--- config.mk ---
export PLATFORM = sky130hd
export DESIGN_NAME = seg_carry_adder
export DESIGN_NICKNAME = d
export VERILOG_FILES = /design/src/rtl/seg_carry_adder.sv
export SDC_FILE = /design/constraint.sdc
export NUM_CORES = 1
export LEC_CHECK = 0
export ABC_AREA = 1
export ABC_CLOCK_PERIOD_IN_PS = 4500
export BUFFER_PORTS_ARGS = -buffer_cell sky130_fd_sc_hd__clkbuf_2
export CORE_MARGIN = 8
export CORE_UTILIZATION = 40
export CTS_CLUSTER_DIAMETER = 40
export DETAILED_ROUTE_END_ITERATION = 6
export HOLD_SLACK_MARGIN = 0.12
export MAX_ROUTING_LAYER = met4
export SYNTH_ARGS = -nofsm -noshare
export SYNTH_HDL_FRONTEND = slang
export SYNTH_SLANG_ARGS = --single-unit
--- constraint.sdc ---
create_clock -name clk -period 4.5 [get_ports clk]
set_input_delay 0.45 -clock clk [delete_from_list [all_inputs] [get_ports clk]]
set_output_delay 0.45 -clock clk [all_outputs]
set_load 0.005 [all_outputs]
--- src/rtl/seg_carry_adder.sv ---
// Multi-cycle adder: one SEG-bit carry-chain pass per clock, with the carry
// between segments held in a register. Results are handed off with a valid/ready handshake.
//
// state  | meaning
// IDLE   | waiting for an operand set (in_ready = 1)
// RUN    | adding one segment per cycle, low segment first
// DONE   | result held until the consumer takes it (out_valid = 1)
module seg_carry_adder #(
  parameter int WIDTH = 32,
  parameter int SEG   = 8
) (
  input  logic             clk,
  input  logic             rst,
  input  logic             in_valid,
  output logic             in_ready,
  input  logic [WIDTH-1:0] a,
  input  logic [WIDTH-1:0] b,
  input  logic             bi,
  input  logic             ci,
  output logic             out_valid,
  input  logic             out_ready,
  output logic [WIDTH-1:0] y,
  output logic [WIDTH-1:0] x,
  output logic             co,
  output logic             ov
);

  localparam int SEG_SAFE = (SEG >= 1) ? SEG : 1;
  localparam int NSEG     = WIDTH / SEG_SAFE;
  localparam int CW       = $clog2(NSEG + 1);
  localparam int MSB      = WIDTH - 1;

  generate
    if (SEG < 1 || SEG > WIDTH || (WIDTH % SEG_SAFE) != 0) begin : g_bad_param
      $fatal(1, "seg_carry_adder: SEG must be in 1..WIDTH and divide WIDTH");
    end
  endgenerate

  typedef enum logic [1:0] {
    S_IDLE = 2'd0,
    S_RUN  = 2'd1,
    S_DONE = 2'd2
  } state_t;

  state_t             r_state;
  state_t             w_state_nxt;

  logic [WIDTH-1:0]   r_a;
  logic [WIDTH-1:0]   r_bb;
  logic               r_carry;
  logic [CW-1:0]      r_k;
  logic [WIDTH-1:0]   r_y;
  logic [WIDTH-1:0]   r_x;
  logic               r_co;
  logic               r_ov;

  logic [WIDTH-1:0]   w_bb;
  logic               w_last;
  logic [SEG_SAFE-1:0] w_seg_a;
  logic [SEG_SAFE-1:0] w_seg_b;
  logic [SEG_SAFE:0]   w_seg_sum;
  logic [SEG_SAFE-1:0] w_seg_x;

  assign w_bb   = bi ? ~b : b;
  assign w_last = (r_k == CW'(NSEG - 1));

  always_ff @(posedge clk) begin
    if (rst) r_state <= S_IDLE;
    else     r_state <= w_state_nxt;
  end

  always_comb begin
    w_state_nxt = r_state;
    case (r_state)
      S_IDLE:  if (in_valid)  w_state_nxt = S_RUN;
      S_RUN:   if (w_last)    w_state_nxt = S_DONE;
      S_DONE:  if (out_ready) w_state_nxt = S_IDLE;
      default: w_state_nxt = S_IDLE;
    endcase
  end

  always_comb begin
    in_ready  = (r_state == S_IDLE);
    out_valid = (r_state == S_DONE);
  end

  // Select segment k of the latched operands; only registers feed the adder.
  always_comb begin
    w_seg_a = '0;
    w_seg_b = '0;
    for (int i = 0; i < NSEG; i++) begin
      if (r_k == CW'(i)) begin
        w_seg_a = r_a[i*SEG_SAFE +: SEG_SAFE];
        w_seg_b = r_bb[i*SEG_SAFE +: SEG_SAFE];
      end
    end
    w_seg_sum = {1'b0, w_seg_a} + {1'b0, w_seg_b} + (SEG_SAFE + 1)'(r_carry);
    w_seg_x   = w_seg_a ^ w_seg_b;
  end

  always_ff @(posedge clk) begin
    if (rst) begin
      r_a     <= '0;
      r_bb    <= '0;
      r_carry <= 1'b0;
      r_k     <= '0;
      r_y     <= '0;
      r_x     <= '0;
      r_co    <= 1'b0;
      r_ov    <= 1'b0;
    end else begin
      case (r_state)
        S_IDLE: begin
          if (in_valid) begin
            r_a     <= a;
            r_bb    <= w_bb;
            r_carry <= ci;
            r_k     <= '0;
          end
        end
        S_RUN: begin
          for (int i = 0; i < NSEG; i++) begin
            if (r_k == CW'(i)) begin
              r_y[i*SEG_SAFE +: SEG_SAFE] <= w_seg_sum[SEG_SAFE-1:0];
              r_x[i*SEG_SAFE +: SEG_SAFE] <= w_seg_x;
            end
          end
          r_carry <= w_seg_sum[SEG_SAFE];
          if (w_last) begin
            r_co <= w_seg_sum[SEG_SAFE];
            r_ov <= (r_a[MSB] == r_bb[MSB]) && (w_seg_sum[SEG_SAFE-1] != r_a[MSB]);
          end else begin
            r_k <= r_k + CW'(1);
          end
        end
        default: ;
      endcase
    end
  end

  assign y  = r_y;
  assign x  = r_x;
  assign co = r_co;
  assign ov = r_ov;

endmodule

==> results.ini <==
[worst_setup_path]
startpoint_type=register
slowest_delay_ns=0.44
required_ns=4.82
cp_cell_sequence=ha_1 -> ha_1 -> inv_2 -> o21ai_0 -> o22ai_1 -> fa_1 -> fa_1 -> nand3_1 -> nand2_1 -> a21oi_1 -> or2_1 -> nand3_1 -> nand2_1 -> inv_1
crit_slowest_cell=ha_1
critPathMaxFanout=18
worstSetupEndpointType=register
critPathKind=register to register
crit_buf_inv=2
critPathArrivalTime_ns=3.56
critical_path.top_delay_family=adder cells

[routing]
vias=5376
first_iter_violations=512
wl_per_cell_um=15.3
drc=0
detail-route-antenna-nets=0
dr.pass1.iters=6
via_per_inst=4.89
wirelength_mm=16.8

[place]
gp_congestion=0.892
dp_hpwl_mm=12.3
post_dp_cell_area_um2=6760
pre_cts_ws_ns=1.30
io_buffers=137
placed_cells=1070

[clocking]
clk-insertion-delay-late_ns=0.42
cts_resized=0
hold_buffers=0
cts_root_buf=clkbuf_16
cts_buffers=17
cts_sinks=136
cts_max_level=4
postCtsSetupBuffers=0
clockBufferDepth=2
clkTransAtPathRegs_ns=0.05
cts_tree=built

[sta]
clock_skew_ns=0.00675
max_clock_freq_mhz=309
finalMaxSlewViolations=0
tns_ns=0
layout_min_cycle_time_ns=3.24
post-route-period-util=0.720
setup_viol=0
finalHoldViolations=0
rsz0062_at_grt=no
fin_ws_ns=1.26
slew_headroom=0.318
worstMarginPinSlew_ns=1.02

[global_routing]
grt-ovfl-total=0
grt_pass1_wl_mm=27.3
grt_pass1_vias=5261
grt_use_met1=0.233
grt_max_degree=73
grtUsageTotal=0.181
gr-usage-met2=0.268
use_met3=0.0458
antenna_found_initial=0
grt_most_used_layer=met2

[logic_synthesis]
synth_top_area_share=0.444
synth_cells=797
ys_types=35
synthArstFlopShare=0
synth_edf_count=0
syn_area_per_cell_um2=7.69
ys_seq_elements=136
yosys-top-cells-area=dfxtp_1 (44%), o21ai_0 (11%), nor2_1 (11%), inv_1 (3.5%), a21oi_1 (3.0%)
synth-seq-area-share=0.444
ys_warn_count=0
synth_top_cell_by_area=dfxtp_1
synth_area_um2=6130
synth_ff_type=dfxtp_1
syn_nets=882

[finish]
fin_cells=1100
drive_above_1_share=0.205
design_area_um2=7270
fillers=1580
n_antenna_cell=0
syn_to_final_growth_pct=18.6
final_nets=986

[pwr]
powerDensity_nw_per_um2=420
total_power_mw=3.05
ir_drop_mv=0.290
leakage_nw=3.48

[floorplan]
start_util=0.406
core_um2=15100
die_h_um=140
die_x_um=140
die-area_um2=19500
io_pins=138
fp-row-count=45

[run]
cap_violations=0

[worst_hold_path]
hold_path_class=primary input to register

[outcome]
outcome=finished, final reports clean

## synth_stat cells (2+ instances only)
cell	instances
nand2_1	44
nor2_4	5
inv_2	8
fa_1	2
a21oi_1	37
clkbuf_1	19
nand3_1	28
nand4_1	2
buf_2	18
o21bai_1	6
a31oi_1	9
nor2_1	178
dfxtp_1	136
o21ai_1	9
ha_1	13
o21ai_0	134
a211oi_1	16
o22ai_1	8
xnor2_1	16
or2_1	2
inv_1	57
buf_6	6
nor2_2	3
xor2_1	19
buf_4	11
o21a_1	2
## power breakdown
part	internal (mW)	switching, mW
Clock	0.736	0.477
Sequential	1.29	0.0467
Combinational	0.172	0.338
## logic make-up after synthesis
group | after synthesis | synth area share
AOI/OAI and AO/OA | 224 | 0.198
DFF | 136 | 0.444
xor gates and xnor gates | 35 | 0.0500
and+or+nand+nor | 266 | 0.182
adders and majority gates | 15 | 0.0331
buffers and inverters | 121 | 0.0922
## state kept, by name (all words and copies together) (netlist names)
register,flops
x,32
r_carry,1
y,32
r_state,2
r_a,32
co,1
ov,1
r_k,3
r_bb,32
## worst register-to-register path, cell delays in order (launching register included)
cell	delay [ns]
dfxtp_1	0.37
ha_1	0.17
ha_1	0.45
inv_2	0.24
o21ai_0	0.14
o22ai_1	0.15
fa_1	0.43
fa_1	0.42
nand3_1	0.10
nand2_1	0.12
a21oi_1	0.19
or2_1	0.18
nand3_1	0.08
nand2_1	0.08
inv_1	0.04
## final cells by class
type	count	area [um2]	area share
repair buffers	140	708	0.0974
clock inverters	4	20.0	0.00275
well taps	188	235	0.0324
flip-flops and latches	136	2720	0.375
multi-input cells	540	2840	0.391
clock buffers	26	489	0.0673
inverters	66	250	0.0344
## per-stage QoR
stage / utilization / hold slack (ns)
final: 0.482 / 0.277
after global routing: 0.482 / 0.275
after CTS: 0.482 / 0.269
after detailed placement: 0.448 / 0.445
after global placement: 0.448 / 0.449
after floorplan: - / 0.424
## cell usage in the layout (no fill, tap or decap), drive strengths merged, types with 6 or more instances in the layout
cell    instances
ha             13
nand2          46
a31oi           9
a211oi         17
inv            66
nand3          28
nor2          187
o21bai          6
o22ai           8
a21oi          38
xnor2          16
o21ai         143
clkbuf        163
dfxtp         136
xor2           19
## layer usage
metal,vias up,wire length (um)
li1,2815,-
met1,2392,8440
met2,150,7320
met3,19,822
met4,0,256
met5,-,0
## final timing paths
check	start	endpoint	slack (ns)	depth (start not counted)
worst min register to register	r_bb[8]$_SDFFE_PP0P_	r_bb[8]$_SDFFE_PP0P_	0.45	2
worst min-delay path	a[31]	r_a[31]$_SDFFE_PP0P_	0.28	3
worst max register to register	r_k[0]$_SDFFE_PP0P_	y[22]$_SDFFE_PP0P_	1.26	14
worst max-delay path	r_k[0]$_SDFFE_PP0P_	y[22]$_SDFFE_PP0P_	1.26	14
Note: power is estimated with default switching activity, not from simulation.
